File: config.mk
export PLATFORM = sky130hd
export DESIGN_NAME = rvl_reg_exerciser
export DESIGN_NICKNAME = d
export VERILOG_FILES = /design/src/rtl/rvl_ex_pkg.sv /design/src/rtl/rvl_tick_gen.sv /design/src/rtl/rvl_reg_exerciser.sv
export SDC_FILE = /design/constraint.sdc
export NUM_CORES = 1
export LEC_CHECK = 0
export ABC_AREA = 1
export BUFFER_PORTS_ARGS = -buffer_cell sky130_fd_sc_hd__buf_2
export CORE_ASPECT_RATIO = 1.75
export CORE_MARGIN = 5
export CORE_UTILIZATION = 53
export CTS_BUF_LIST = sky130_fd_sc_hd__clkbuf_4 sky130_fd_sc_hd__clkbuf_8
export DETAILED_ROUTE_END_ITERATION = 6
export HOLD_SLACK_MARGIN = 0.15
export PLACE_DENSITY = 0.89
export SYNTH_ARGS = -nofsm -noshare
export SYNTH_HDL_FRONTEND = slang
export SYNTH_SLANG_ARGS = --single-unit
File: constraint.sdc
create_clock -name usr_clk -period 2.5 [get_ports usr_clk]
set_clock_uncertainty 0.1 [all_clocks]
set_input_delay 0.5 -clock usr_clk [delete_from_list [all_inputs] [get_ports usr_clk]]
set_output_delay 0.5 -clock usr_clk [all_outputs]
set_load 0.01 [all_outputs]
File: src/rtl/rvl_ex_pkg.sv
// Shared types and constants for the Reveal user-register exerciser.
// Both the FSM state encoding and the mode codes are defined here.
package rvl_ex_pkg;

    typedef enum logic [2:0] {
        ST_IDLE      = 3'd0,
        ST_WAIT_TICK = 3'd1,
        ST_WR        = 3'd2,
        ST_RD        = 3'd3,
        ST_RD_WAIT   = 3'd4,
        ST_CHK       = 3'd5,
        ST_ADV       = 3'd6
    } state_t;

    localparam logic [1:0] MODE_WRITE  = 2'd0;
    localparam logic [1:0] MODE_READ   = 2'd1;
    localparam logic [1:0] MODE_VERIFY = 2'd2;

endpackage

File: src/rtl/rvl_tick_gen.sv
// Access pacing: counts 2**PERIOD_WIDTH cycles while enabled and flags the
// last count as tick. Dropping enable restarts the period from zero.
module rvl_tick_gen #(
    parameter int PERIOD_WIDTH = 26
) (
    input  logic usr_clk,
    input  logic usr_rst,
    input  logic enable,
    output logic tick
);

    logic [PERIOD_WIDTH-1:0] cnt;

    always_ff @(posedge usr_clk) begin
        if (usr_rst || !enable) begin
            cnt <= '0;
        end else begin
            cnt <= cnt + PERIOD_WIDTH'(1);
        end
    end

    assign tick = enable && (&cnt);

endmodule

File: src/rtl/rvl_reg_exerciser.sv
// Sweeps the Reveal user register port with write, read or write-then-verify
// accesses, one per tick, and keeps pass and mismatch statistics.
import rvl_ex_pkg::*;

module rvl_reg_exerciser #(
    parameter int ADDR_WIDTH   = 16,
    parameter int DATA_WIDTH   = 16,
    parameter int NUM_REGS     = 16,
    parameter int PERIOD_WIDTH = 26,
    parameter int RD_LATENCY   = 1,
    parameter int ERR_WIDTH    = 8
) (
    input  logic                  usr_clk,
    input  logic                  usr_rst,
    input  logic                  enable,
    input  logic [1:0]            mode,
    input  logic                  clr_err,
    output logic                  usr_ce,
    output logic                  usr_we,
    output logic [ADDR_WIDTH-1:0] usr_addr,
    output logic [DATA_WIDTH-1:0] usr_wdata,
    input  logic [DATA_WIDTH-1:0] usr_rdata,
    output logic [DATA_WIDTH-1:0] rd_data_last,
    output logic [15:0]           pass_cnt,
    output logic                  pass_done,
    output logic [ERR_WIDTH-1:0]  err_cnt,
    output logic                  err_flag,
    output logic                  busy,
    output state_t                dbg_state
);

    localparam int LW        = (RD_LATENCY > 2) ? $clog2(RD_LATENCY) : 1;
    localparam int WAIT_LAST = (RD_LATENCY > 1) ? RD_LATENCY - 2 : 0;

    state_t                state, state_nx;
    logic [1:0]            mode_q;
    logic [LW-1:0]         wait_cnt;
    logic [DATA_WIDTH-1:0] pattern;
    logic                  tick;
    logic                  last_reg;
    logic                  mismatch;

    rvl_tick_gen #(
        .PERIOD_WIDTH(PERIOD_WIDTH)
    ) u_tick (
        .usr_clk(usr_clk),
        .usr_rst(usr_rst),
        .enable (enable),
        .tick   (tick)
    );

    assign pattern  = DATA_WIDTH'(pass_cnt) + DATA_WIDTH'(usr_addr);
    assign last_reg = (usr_addr == ADDR_WIDTH'(NUM_REGS - 1));
    assign mismatch = (state == ST_CHK) && (mode_q == MODE_VERIFY) && (usr_rdata != pattern);

    // Register port protocol: a strobe is one cycle of usr_ce; usr_we selects
    // write. Read data is valid exactly RD_LATENCY cycles after the read strobe.
    assign usr_ce    = (state == ST_WR) || (state == ST_RD);
    assign usr_we    = (state == ST_WR);
    assign usr_wdata = (state == ST_WR) ? pattern : '0;
    assign pass_done = (state == ST_ADV) && last_reg;
    assign busy      = (state != ST_IDLE) && (state != ST_WAIT_TICK);
    assign dbg_state = state;

    always_comb begin
        state_nx = state;
        case (state)
            ST_IDLE:      if (enable) state_nx = ST_WAIT_TICK;
            ST_WAIT_TICK: begin
                if (!enable) begin
                    state_nx = ST_IDLE;
                end else if (tick) begin
                    // Reserved mode 3 falls through to a plain read.
                    state_nx = (mode == MODE_WRITE || mode == MODE_VERIFY) ? ST_WR : ST_RD;
                end
            end
            ST_WR:        state_nx = (mode_q == MODE_VERIFY) ? ST_RD : ST_ADV;
            ST_RD:        state_nx = (RD_LATENCY == 1) ? ST_CHK : ST_RD_WAIT;
            ST_RD_WAIT:   if (wait_cnt == LW'(WAIT_LAST)) state_nx = ST_CHK;
            ST_CHK:       state_nx = ST_ADV;
            ST_ADV:       state_nx = enable ? ST_WAIT_TICK : ST_IDLE;
            default:      state_nx = ST_IDLE;
        endcase
    end

    always_ff @(posedge usr_clk) begin
        if (usr_rst) begin
            state        <= ST_IDLE;
            mode_q       <= '0;
            wait_cnt     <= '0;
            usr_addr     <= '0;
            pass_cnt     <= '0;
            rd_data_last <= '0;
            err_cnt      <= '0;
            err_flag     <= 1'b0;
        end else begin
            state <= state_nx;
            if (state == ST_WAIT_TICK && tick) mode_q <= mode;
            if (state == ST_RD) begin
                wait_cnt <= '0;
            end else if (state == ST_RD_WAIT) begin
                wait_cnt <= wait_cnt + LW'(1);
            end
            if (state == ST_CHK) rd_data_last <= usr_rdata;
            // A mismatch in the same cycle as a clear restarts the count at one.
            if (mismatch) begin
                err_flag <= 1'b1;
                if (clr_err) begin
                    err_cnt <= ERR_WIDTH'(1);
                end else if (!(&err_cnt)) begin
                    err_cnt <= err_cnt + ERR_WIDTH'(1);
                end
            end else if (clr_err) begin
                err_cnt  <= '0;
                err_flag <= 1'b0;
            end
            if (state == ST_ADV) begin
                if (last_reg) begin
                    usr_addr <= '0;
                    pass_cnt <= pass_cnt + 16'd1;
                end else begin
                    usr_addr <= usr_addr + ADDR_WIDTH'(1);
                end
            end
        end
    end

endmodule

==> impl_metrics.json, run 1 <==
{
  "totalNegativeSetupSlack_ps": -6940,
  "synth_edf_count": 0,
  "layout.nets": 1077,
  "initialDrtViolationCount": 650,
  "cpLargestDelayFamily": "simple AND/OR/NAND/NOR gates",
  "post-route-period-util": 1.18,
  "cts.hold.buffers_added": 0,
  "violations": "DRC, setup timing",
  "syn_to_final_growth_pct": 43.0,
  "netlist_area_sq_um": 5580,
  "via_per_inst": 6.25,
  "path_class": "flop to flop",
  "worst-r2r-setup-slack_ps": -460,
  "swShare": 0.305,
  "cts.path.max_buffers": 2,
  "synthMuxAreaShare": 0,
  "critPathMaxFanout": 8,
  "synth_top_family_by_area": "simple AND/OR/NAND/NOR gates",
  "synth-simple-area-share": 0.365,
  "gp_congestion": 0.930,
  "diodes": 0,
  "ff2ff_path_depth": 20,
  "critical_path_arrival_ps": 3190,
  "outcome": "complete, but fails checks",
  "yosysSeqAreaShare": 0.319,
  "multiInputGateArea_sq_um": 3950,
  "drtAntennaViolNets": 0,
  "routedWlPerCell_microns": 20.3,
  "grt_pass1_wl_microns": 30600,
  "final-hold-violation-count": 0,
  "cts.sinks": 89,
  "synth_flop_cell": "dfxtp_1",
  "rsz0062_at_grt": "yes",
  "p_leak_nw": 3.79,
  "p_comb_frac": 0.110,
  "seqPwrFrac": 0.527,
  "path_clk_slew_ps": 110,
  "io_pins": 102,
  "drive_gt1_frac": 0.399,
  "end_kind": "flop",
  "die_h_microns": 146,
  "cp.depth": 20,
  "hp-class": "input port to flop",
  "root_buffer": "clkbuf_8",
  "grt_pass1_vias": 6692,
  "antenna_found_initial": 0,
  "drc": 1,
  "ys_types": 44,
  "setup_ws_ps": -460,
  "synth_fp_nets": 873,
  "via_count": 7294,
  "core_region_area_sq_um": 10300,
  "synthArstFlopShare": 0,
  "synth_xor_area_frac": 0.0451,
  "die-area_sq_um": 12800,
  "grt_max_degree": 29,
  "syn-mean-instance-area_sq_um": 6.71,
  "cp_cell_sequence": "ha_4 -> inv_2 -> fa_2 -> inv_2 -> buf_6 -> nand2_4 -> nand3_4 -> buf_4 -> nand2_1 -> nand3_2 -> nand2_1 -> nand2_1 -> nand2_1 -> clkinv_1 -> nand2_1 -> nor2_2 -> nand3_4 -> nand3_4 -> nand3_1 -> a21oi_1",
  "initial_core_util": 0.541,
  "htree_levels": 3,
  "wl_microns": 23700,
  "min_path_cells": 3,
  "rows": 49,
  "synth_fa_ha_area_frac": 0.0462,
  "tightest_slew_ps": 897,
  "max_cap_viol_count": 0,
  "cp_slowest_cell": "dfxtp_2",
  "cp.required_ps": 2730,
  "ir_drop_uv": 330,
  "slew_violations": 0,
  "max_freq_ghz": 0.338,
  "clkPwrFrac": 0.363,
  "min_period_ps": 2960,
  "synthCells": 831,
  "cts-buffers-inserted": 9,
  "final_cells": 1167,
  "finalSetupViolations": 25,
  "critPathMaxStageDelay_ps": 380,
  "grt_usage": 0.298,
  "drt_first_pass_iters": 7,
  "clk_latency_ps": 410,
  "fillers": 593,
  "die_w_microns": 87.5,
  "crit_buf_inv": 5,
  "portBuffers": 101,
  "cts_tree": "built",
  "globalRoute.totalOverflow": 0,
  "switching_power_w": 0.000842,
  "ff_latch_area_sq_um": 1840,
  "p_int_w": 0.00192,
  "synth-compound-area-share": 0.128,
  "p_per_area_nw_per_um2": 346,
  "yosysWarnings": 0,
  "slew_headroom": 0.401,
  "worst_path_most_repeated_cell": "nand2_1",
  "synth-seq-cells": 89,
  "dp_cells": 1108,
  "dp_hpwl_microns": 12600,
  "cp-start-kind": "flop"
}
[per-layer routing]
metal,up-vias,GRT usage,wire length [microns]
li1,3125,-,-
met1,3331,0.281,7400
met2,588,0.543,11700
met3,250,0.0771,2140
met4,0,0.190,2430
met5,-,0,0
[power by group through the flow]
stage,clock [W],sequential (W),combinational (W)
final,0.00100,0.00146,0.000304
after global routing,0.00103,0.00146,0.000323
after CTS,0.000977,0.00146,0.000269
after detailed placement,0,0.00149,0.000265
after global placement,0,0.00149,0.000259
after floorplan,0,0.00150,0.000153
[path summary, 6_finish.rpt]
check | start | to
setup / recovery | pass_cnt[0] | err_cnt[2]
hold / removal | usr_rdata[5] | rd_data_last[5]
setup reg to reg | pass_cnt[0] | err_cnt[2]
hold reg to reg | u_tick.cnt[0] | u_tick.cnt[0]
[synth_stat cells, types with 2 or more instances]
master     number  area share
nand2_1       166        0.11
o21a_1          8       0.011
dfxtp_1        89        0.32
clkinv_1        5      0.0034
o2111ai_1       2      0.0031
nor3_1         21       0.019
inv_2           4      0.0027
or2_2           2      0.0022
nand3b_1        3      0.0040
inv_1         123       0.083
xnor2_1         7       0.011
o21ai_1         2      0.0018
a211oi_1        4      0.0054
xor2_1         11       0.017
xor3_1          3       0.013
and2_1          2      0.0022
nor3_2          3      0.0054
o21ai_0        41       0.037
a21oi_1        69       0.062
a21oi_2         3      0.0047
nand3_1        58       0.052
a31oi_1         2      0.0022
nor2_2          9       0.010
nor2_1         96       0.065
nand2_4         2      0.0040
nor2_4          3      0.0061
nand2_2        16       0.018
nor4_2          2      0.0045
nand3_4         3      0.0094
nor4_1          9       0.010
nand3_2         3      0.0054
nor3b_1         2      0.0027
clkbuf_1        9      0.0061
ha_1           19       0.043
nand4_1        21       0.024
[cell usage in the layout, fill, tap and decap left out, drive strengths merged, types with 19 or more instances in the layout]
master	Yosys	routed
a21oi	72	72
buf	0	203
dfxtp	89	89
ha	19	19
inv	127	130
nand2	184	184
nand3	64	64
nand4	22	22
nor2	109	109
nor3	24	24
o21ai	43	43
[repair_timing]
item,in CTS,in global routing
buffers inserted,19,24
pin swaps,24,52
endpoints found under the setup margin,23,29
gates resized for setup,88,116
endpoints found under the hold margin,0,0
[per-stage QoR]
stage	utilization	power (W)	worst slack, ps	area, sq um	hold WS [ps]
finish	0.774	0.00276	-460	7980	230
global route	0.774	0.00281	-522	7980	262
CTS	0.713	0.00270	-240	7340	252
detailed placement	0.645	0.00176	-45.3	6640	354
global placement	0.645	0.00175	3.26	6640	341
floorplan	-	0.00165	30.7	5580	326
[final cells by class]
cell class / count / share of cell area
timing repair buffer: 203 / 0.168
clock inverter: 7 / 0.00800
sequential: 89 / 0.230
tap: 127 / 0.0199
multi-input combinational: 600 / 0.495
clock buffer: 9 / 0.0155
inverter: 132 / 0.0629
[worst register-to-register path: cells and delay by family (launching register included)]
kind | cells | cell delay (ps)
compound gates | 1 | 190
fa+ha+maj | 2 | 530
simple gates | 12 | 1280
flops | 1 | 380
buf+inv | 5 | 410
[logic make-up after synthesis]
kind of cell,Yosys count
and+or+nand+nor,426
AOI/OAI and AO/OA,132
xor gates and xnor gates,22
buffers and inverters,142
adders and majority gates,20
DFF,89
[sequential cells by signal, summed over array words and instances (netlist names)]
register      cells
rd_data_last     16
usr_addr         16
u_tick.cnt       26
dbg_state         3
err_cnt           8
err_flag          1
pass_cnt         16
mode_q            2
wait_cnt          1
No activity file was read; power rests on OpenSTA's default activity.
==> run 2, diff against run 1 <==
--- a/config.mk
+++ b/config.mk
@@ -9,11 +9,11 @@
 export BUFFER_PORTS_ARGS = -buffer_cell sky130_fd_sc_hd__buf_2
 export CORE_ASPECT_RATIO = 1.75
 export CORE_MARGIN = 5
-export CORE_UTILIZATION = 53
-export CTS_BUF_LIST = sky130_fd_sc_hd__clkbuf_4 sky130_fd_sc_hd__clkbuf_8
+export CORE_UTILIZATION = 51
+export CTS_BUF_LIST = sky130_fd_sc_hd__clkbuf_16
 export DETAILED_ROUTE_END_ITERATION = 6
 export HOLD_SLACK_MARGIN = 0.15
-export PLACE_DENSITY = 0.89
+export PLACE_DENSITY = 0.86
 export SYNTH_ARGS = -nofsm -noshare
 export SYNTH_HDL_FRONTEND = slang
 export SYNTH_SLANG_ARGS = --single-unit
==> run 2 against run 1 <==
Effect of this change:
- the run still ends with DRC, setup timing left
- register-to-register slack improved by 240 ps
- worst setup slack improved by 100 ps
- clock power increased by 37%
- utilization decreased by 4.7 points
- largest cell class unchanged
- sequential cell count unchanged
- combinational power decreased by 3%
- global-route usage decreased by 2.5 points
- count of clock-buffer cells in the layout unchanged
- die area increased by 3.6%
- final cell count decreased by 1.5%
- critical path depth decreased by 11
==> impl_metrics.json, run 2 (synthesis gave the netlist of run 1 again) <==
{
  "slew_violations": 0,
  "cp_cell_sequence": "ha_4 -> nand2_2 -> inv_1 -> nand2_1 -> nand2_2 -> a21oi_4 -> nand3_2 -> a21oi_2 -> buf_2",
  "cts-buffers-inserted": 9,
  "ff2ff_path_depth": 17,
  "die_h_microns": 148,
  "layout.nets": 1057,
  "initial_core_util": 0.521,
  "grt_pass1_vias": 6275,
  "crit_buf_inv": 2,
  "design_area_sq_um": 7780,
  "via_count": 6784,
  "critPathMaxFanout": 4,
  "final_cell_mix": "nand2_1, inv_1, buf_2, nor2_1, buf_4",
  "end_kind": "primary output",
  "antenna_found_initial": 0,
  "cp-start-kind": "flop",
  "grt_usage": 0.272,
  "grt_max_degree": 24,
  "die-area_sq_um": 13200,
  "worst-r2r-setup-slack_ps": -220,
  "globalRoute.totalOverflow": 0,
  "root_buffer": "clkbuf_16",
  "hold_slack_ps": 284,
  "finalSetupViolations": 21,
  "drt_first_pass_iters": 7,
  "io_pins": 102,
  "p_leak_nw": 3.67,
  "p_comb_frac": 0.094,
  "rsz0062_at_grt": "yes",
  "grt_pass1_wl_microns": 28400,
  "worst_path_most_repeated_cell": "nand2_2",
  "drc": 3,
  "timing.rr.end": "err_cnt[6]",
  "p_int_w": 0.00225,
  "finalPower_w": 0.00312,
  "via_per_inst": 5.90,
  "min_period_ps": 2860,
  "routedWlPerCell_microns": 18.4,
  "fillers": 724,
  "post-route-period-util": 1.14,
  "placed_area_sq_um": 6650,
  "hold_path_end": "rd_data_last[5]",
  "htree_levels": 3,
  "rows": 50,
  "critPathMaxStageDelay_ps": 400,
  "syn_to_final_growth_pct": 39.6,
  "swShare": 0.281,
  "die_w_microns": 89.0,
  "initialDrtViolationCount": 684,
  "tightest_slew_ps": 549,
  "wl_microns": 21100,
  "p_per_area_nw_per_um2": 401,
  "drive_gt1_frac": 0.362,
  "slew_headroom": 0.634,
  "dp_cells": 1112,
  "final-hold-violation-count": 0,
  "cts.sinks": 89,
  "ir_drop_uv": 455,
  "switching_power_w": 0.000876,
  "setup_ws_ps": -359,
  "path_class": "flop to primary output",
  "cpLargestDelayFamily": "compound AO/OA/AOI/OAI gates",
  "hp-class": "input port to flop",
  "critical_path_arrival_ps": 2260,
  "drtAntennaViolNets": 0,
  "gp_congestion": 0.892,
  "cts.path.max_buffers": 2,
  "portBuffers": 101,
  "clk_latency_ps": 360,
  "fin_util": 0.728,
  "diodes": 0,
  "regMostFlops": "u_tick.cnt",
  "final_cells": 1150,
  "largest_reg_flops": 26,
  "seqPwrFrac": 0.468,
  "core_region_area_sq_um": 10700,
  "path_clk_slew_ps": 70,
  "cp_slowest_cell": "dfxtp_1",
  "cp.required_ps": 1900,
  "dp_hpwl_microns": 12600,
  "clkPwrFrac": 0.438,
  "cts_tree": "built",
  "min_from": "usr_rdata[5]",
  "max_freq_ghz": 0.350,
  "final_common_cell": "nand2_1",
  "violations": "DRC, setup timing",
  "timing.rr.start": "pass_cnt[8]",
  "min_path_cells": 3,
  "outcome": "complete, but fails checks",
  "max_cap_viol_count": 0
}
[run 2: final cells by class]
| cell class | count | area (sq um) | share of cell area |
|---|---|---|---|
| multi-input cells | 600 | 3840 | 0.494 |
| repair buffers | 183 | 1160 | 0.149 |
| inverters | 132 | 504 | 0.0648 |
| clock buffers | 9 | 225 | 0.0289 |
| flip-flops and latches | 89 | 1820 | 0.234 |
| clock inverters | 7 | 70.1 | 0.00900 |
| well taps | 130 | 163 | 0.0209 |
[run 2: routing by layer]
layer	vias up	wire length (microns)	track usage
li1	3078	-	-
met3	138	1630	0.0549
met5	-	0	0
met2	452	11000	0.490
met1	3116	6990	0.270
met4	0	1500	0.183
[run 2: repair_timing]
item,in CTS,in global routing
endpoints found under the setup margin,19,22
resized for setup,64,95
buffers inserted,13,10
pin swaps,21,51
hold buffers,0,0
[run 2: metrics by stage]
step                setup TNS, ps  worst slack (ps)
finish                      -3440              -359
global route                -4880              -390
CTS                         -1320              -222
detailed placement           -692              -103
global placement                0             0.956
floorplan                       0              30.7
[run 2: power groups by stage]
stage	Sequential (W)	Combinational [W]	Clock [W]
6_report	0.00146	0.000294	0.00137
5_1_grt	0.00146	0.000318	0.00143
4_1_cts	0.00146	0.000273	0.00136
3_5_place_dp	0.00149	0.000269	0
3_3_place_gp	0.00149	0.000264	0
2_1_floorplan	0.00150	0.000153	0
[run 2: worst register-to-register path: stages (launching register included)]
cell,delay [ps]
dfxtp_1,400
ha_4,250
nand2_2,110
inv_1,80
nand2_1,110
nand2_2,130
a21oi_4,270
nand3_1,150
nand3_1,130
nand2_1,80
clkinv_1,60
nand2_2,70
nor2_4,130
nand3_4,130
nand3_4,160
nand3_2,90
nand2_1,100
nor2_1,50
[run 2: how the worst max path moves through the flow]
| stage | startpoint | slack [ps] | endpoint | cells past startpoint |
|---|---|---|---|---|
| after detailed placement | usr_addr[0] | -100 | err_cnt[6] | 20 |
| after floorplan | usr_addr[0] | 30 | err_cnt[6] | 16 |
| after global placement | usr_addr[0] | 1 | err_cnt[6] | 16 |
| after CTS | pass_cnt[0] | -220 | usr_wdata[14] | 12 |
| after global routing | pass_cnt[8] | -390 | usr_wdata[14] | 9 |
| final | pass_cnt[8] | -360 | usr_wdata[14] | 9 |
